[config.mk]
export PLATFORM = sky130hd
export DESIGN_NAME = uart_rx
export DESIGN_NICKNAME = d
export VERILOG_FILES = /design/src/rtl/uart_rx.sv
export SDC_FILE = /design/constraint.sdc
export NUM_CORES = 1
export LEC_CHECK = 0
export ABC_CLOCK_PERIOD_IN_PS = 2200
export CAP_MARGIN = 15
export CORE_MARGIN = 4
export CORE_UTILIZATION = 48
export DETAILED_ROUTE_END_ITERATION = 6
export PLACE_DENSITY = 0.71
export RECOVER_POWER = 100
export SLEW_MARGIN = 5
export SYNTH_ARGS = -nofsm -noshare
export SYNTH_HDL_FRONTEND = slang
export SYNTH_SLANG_ARGS = --single-unit
[constraint.sdc]
create_clock -name clk -period 2.2 [get_ports clk]
set_input_delay 0.44 -clock clk [delete_from_list [all_inputs] [get_ports clk]]
set_output_delay 0.44 -clock clk [all_outputs]
set_load 0.01 [all_outputs]
[src/rtl/uart_rx.sv]
// Fixed-baud 8N1 UART receiver: 2-flop input synchronizer, centre-sampled bits,
// one-cycle data_valid strobe per correctly framed byte.
module uart_rx #(
    parameter int unsigned CLKS_PER_BIT = 104,
    parameter int unsigned HALF_BIT     = (CLKS_PER_BIT - 1) / 2
) (
    input  logic       clk,
    input  logic       rst,
    input  logic       rx,
    output logic [7:0] data_out,
    output logic       data_valid
);

    localparam int unsigned    CW   = $clog2(CLKS_PER_BIT);
    localparam logic [CW-1:0] LAST = CW'(CLKS_PER_BIT - 1);
    localparam logic [CW-1:0] MID  = CW'(HALF_BIT);

    typedef enum logic [2:0] {
        IDLE,
        START,
        DATA,
        STOP,
        WAIT_IDLE
    } state_t;

    state_t        state;
    logic          rx_meta;
    logic          rs;
    logic [CW-1:0] clk_cnt;
    logic [2:0]    bit_idx;
    logic [7:0]    shift;

    // Synchronizer resets to the idle (high) line level.
    always_ff @(posedge clk or posedge rst) begin
        if (rst) begin
            rx_meta <= 1'b1;
            rs      <= 1'b1;
        end else begin
            rx_meta <= rx;
            rs      <= rx_meta;
        end
    end

    always_ff @(posedge clk or posedge rst) begin
        if (rst) begin
            state      <= IDLE;
            clk_cnt    <= '0;
            bit_idx    <= '0;
            shift      <= '0;
            data_out   <= '0;
            data_valid <= 1'b0;
        end else begin
            data_valid <= 1'b0;
            case (state)
                IDLE: begin
                    clk_cnt <= '0;
                    bit_idx <= '0;
                    if (!rs) state <= START;
                end
                START: begin
                    if (clk_cnt == MID) begin
                        clk_cnt <= '0;
                        state   <= rs ? IDLE : DATA;
                    end else begin
                        clk_cnt <= clk_cnt + 1'b1;
                    end
                end
                DATA: begin
                    if (clk_cnt == LAST) begin
                        clk_cnt         <= '0;
                        shift[bit_idx]  <= rs;
                        if (bit_idx == 3'd7) begin
                            state <= STOP;
                        end else begin
                            bit_idx <= bit_idx + 3'd1;
                        end
                    end else begin
                        clk_cnt <= clk_cnt + 1'b1;
                    end
                end
                STOP: begin
                    if (clk_cnt == LAST) begin
                        clk_cnt <= '0;
                        if (rs) begin
                            data_out   <= shift;
                            data_valid <= 1'b1;
                            state      <= IDLE;
                        end else begin
                            // A low stop bit may be a break; wait for the line to recover.
                            state <= WAIT_IDLE;
                        end
                    end else begin
                        clk_cnt <= clk_cnt + 1'b1;
                    end
                end
                WAIT_IDLE: begin
                    clk_cnt <= '0;
                    bit_idx <= '0;
                    if (rs) state <= IDLE;
                end
                default: state <= IDLE;
            endcase
        end
    end

endmodule

==> results.toml, run 1 <==
[timing]
setup_viol = 0
slew_violations = 0
period_share = 0.926
fmax_mhz = 491
fin_crit_ns = 2.04
tightest_slew_ns = 0.764
grt_setup_unrepaired = "no"
fin_skew_ns = 0.00695
hold_viol_final = 0
relSlewSlack = 0.491
fin_setup_tns_ns = 0

[global_route]
grt_pass1_vias = 1030
antenna_found_initial = 0
grt_util_met3 = 0.0537
met1_usage = 0.177
grt_first_pass_wirelength_mm = 4.82
grt_busiest_layer = "met2"
globalRouteOverflowTotal = 0
grt_usage = 0.154
grtUsageMet2 = 0.253
grt_max_degree = 33

[drt]
ant_nets = 0
routed_wl_mm = 2.61
vias_per_cell = 5.45
drtIter0Drc = 33
vias = 1047
drtPass1Iterations = 4
post_drt_wl_per_cell_um = 13.6
drc = 0

[final_layout]
fin_nets = 153
fill_cells = 292
syn_to_final_growth_pct = 14.2
drive_gt1_frac = 0.142
num_antenna_cells = 0

[clocking]
cts.sinks = 32
cts_root_buf = "clkbuf_4"
clkLatencyLatePin_ns = 0.33
hold_buffers = 0
cts_tree = "done"
clkSlewWorstSetupHoldPaths_ns = 0.09
cts_made_buffers = 5
cts_max_path_buffers = 2
cts_resized = 0
cts_max_level = 2
post-cts-setup-buffers = 0

[placed_design]
place_congestion = 0.801
dp_hpwl_mm = 1.87
portBuffers = 11

[synthesis]
synth_top_family_by_area = "simple AND/OR/NAND/NOR gates"
synth_cell_types = 41
synthCells = 132
synth_compound_area_frac = 0.0571
ys_top_cells_by_area = "dfrtp_1 (49%), mux2_1 (8.1%), mux2_2 (3.7%)"
synth-seq-cells = 32
yosysWarnings = 0
mappedNetlistArea_mm2 = 0.00153
seq_area_frac_synth = 0.524
synth_mux_area_frac = 0.124
postSynthAreaPerCell_um2 = 11.6
synth_simple_gate_area_frac = 0.215
synthAdderAreaFrac = 0.0245
synth_top_area_frac = 0.489
synthXorXnorAreaFrac = 0.0343
syn-num-nets = 138
synth_top_area_cell = "dfrtp_1"

[die]
dieWidth_um = 64.5
io_pins = 12
placeableCoreArea_mm2 = 0.00305
dieArea_mm2 = 0.00416
die_height_um = 64.5
rows = 20
start_util = 0.502

[setup_path]
arrival_ns = 2.26
setup.worst_path.end_class = "flip-flop"
critPathKind = "flip-flop to flip-flop"
cp_max_fo = 7
startpoint_type = "flip-flop"
crit_required_ns = 2.43

[power_and_ir_drop]
ir_drop_mv = 0.279
power_density_mw_per_mm2 = 563
p_total_mw = 0.986
p_leak_nw = 0.844

[hold_path]
hold_path.class = "flip-flop to flip-flop"

[flow_run]
maxCapViolations = 0

[outcome]
outcome = "finished clean"
[report_power, final]
group	internal, mW	total [mW]	switching, mW
sequential	0.591	0.594	0.00329
clock	0.188	0.377	0.189
combinational	0.00335	0.0148	0.0115
total	0.782	0.986	0.204
[critical path: stages (launching register included)]
cell      delay [ns]
dfrtp_1         0.43
ha_1            0.29
nand3b_4        0.13
or3_1           0.43
nor4_1          0.30
mux2_1          0.35
[layout make-up]
cell class	count	area [µm²]	area share
Timing Repair Buffer	15	134	0.0764
Tap cell	44	55.1	0.0314
Sequential cell	32	803	0.459
Clock buffer	8	68.8	0.0393
Inverter	1	3.75	0.00214
Multi-Input combinational cell	92	687	0.392
[through the flow]
stage          std cells  setup WS, ns  hold slack [ns]   util  instance area (µm²)
2_1_floorplan        132         0.366            0.345      -                 1530
3_3_place_gp         184         0.278            0.346  0.557                 1700
3_5_place_dp         184         0.214            0.347  0.557                 1700
4_1_cts              192         0.189            0.361  0.579                 1770
5_1_grt              192        0.0624            0.370  0.574                 1750
6_report             192         0.162            0.359  0.574                 1750
[cells in the final DEF (no fill, tap or decap), drive strengths merged, types with 3 or more instances in the layout]
cell type,n
and3,3
clkbuf,10
dfrtp,30
dlygate4sd3,11
ha,3
mux2,16
nand2,7
nand3,4
nand4,4
nand4b,4
nor2,13
nor3,6
xor2,5
[kinds of logic (layout without fill, tap and decap cells)]
group / Yosys count / after routing
and+or+nand+nor: 54 / 54
DFF: 32 / 32
muxes: 17 / 17
AOI/OAI and AO/OA: 12 / 12
buffers and inverters: 8 / 24
xor gates and xnor gates: 6 / 6
adders and majority gates: 3 / 3
[final timing paths]
path                            end  depth (start not counted)       start  slack [ns]
max in group asynchronous  state[2]                          3         rst        0.95
min reg2reg                      rs                          0     rx_meta        0.36
max                        shift[1]                          5  clk_cnt[0]        0.16
max reg2reg                shift[1]                          5  clk_cnt[0]        0.16
min                              rs                          0     rx_meta        0.36
min in group asynchronous  state[1]                          3         rst        0.76
[Yosys cell counts (all sizes together)]
library cell and count:
dfrtp 30, mux2 16, nor2 13, nand2 7, nor3 6, xor2 5
clkbuf 4, nand3 4, nand4 4, nand4b 4, and3 3, buf 3
ha 3, a21oi 2, a311oi 2, dfstp 2, nand2b 2, nand3b 2
nor4 2, o21a 2, o21ai 2, or3 2, or3b 2, a21o 1
a22o 1, a32o 1, inv 1, mux2i 1, nor2b 1, nor3b 1
o31a 1, or4 1, xnor2 1
[flip-flops by register name (all words and copies together) (netlist names)]
| name | count |
|---|---|
| shift | 8 |
| state | 3 |
| data_valid | 1 |
| clk_cnt | 7 |
| rs | 1 |
| data_out | 8 |
| bit_idx | 3 |
| rx_meta | 1 |
[per-layer routing]
metal	up-vias	wire [µm]
li1	512	-
met1	511	1110
met2	18	1300
met3	6	128
met4	0	62
met5	-	0
No activity file was read; power rests on OpenSTA's default activity.
==> run 2, diff against run 1 <==
--- a/config.mk
+++ b/config.mk
@@ -6,13 +6,13 @@
 export NUM_CORES = 1
 export LEC_CHECK = 0
 export ABC_CLOCK_PERIOD_IN_PS = 2200
-export CAP_MARGIN = 15
+export CAP_MARGIN = 20
 export CORE_MARGIN = 4
 export CORE_UTILIZATION = 48
 export DETAILED_ROUTE_END_ITERATION = 6
 export PLACE_DENSITY = 0.71
 export RECOVER_POWER = 100
-export SLEW_MARGIN = 5
+export SLEW_MARGIN = 25
 export SYNTH_ARGS = -nofsm -noshare
 export SYNTH_HDL_FRONTEND = slang
 export SYNTH_SLANG_ARGS = --single-unit
==> results of run 2 <==
Final layout, timing and power as in run 1 (identical DEF).
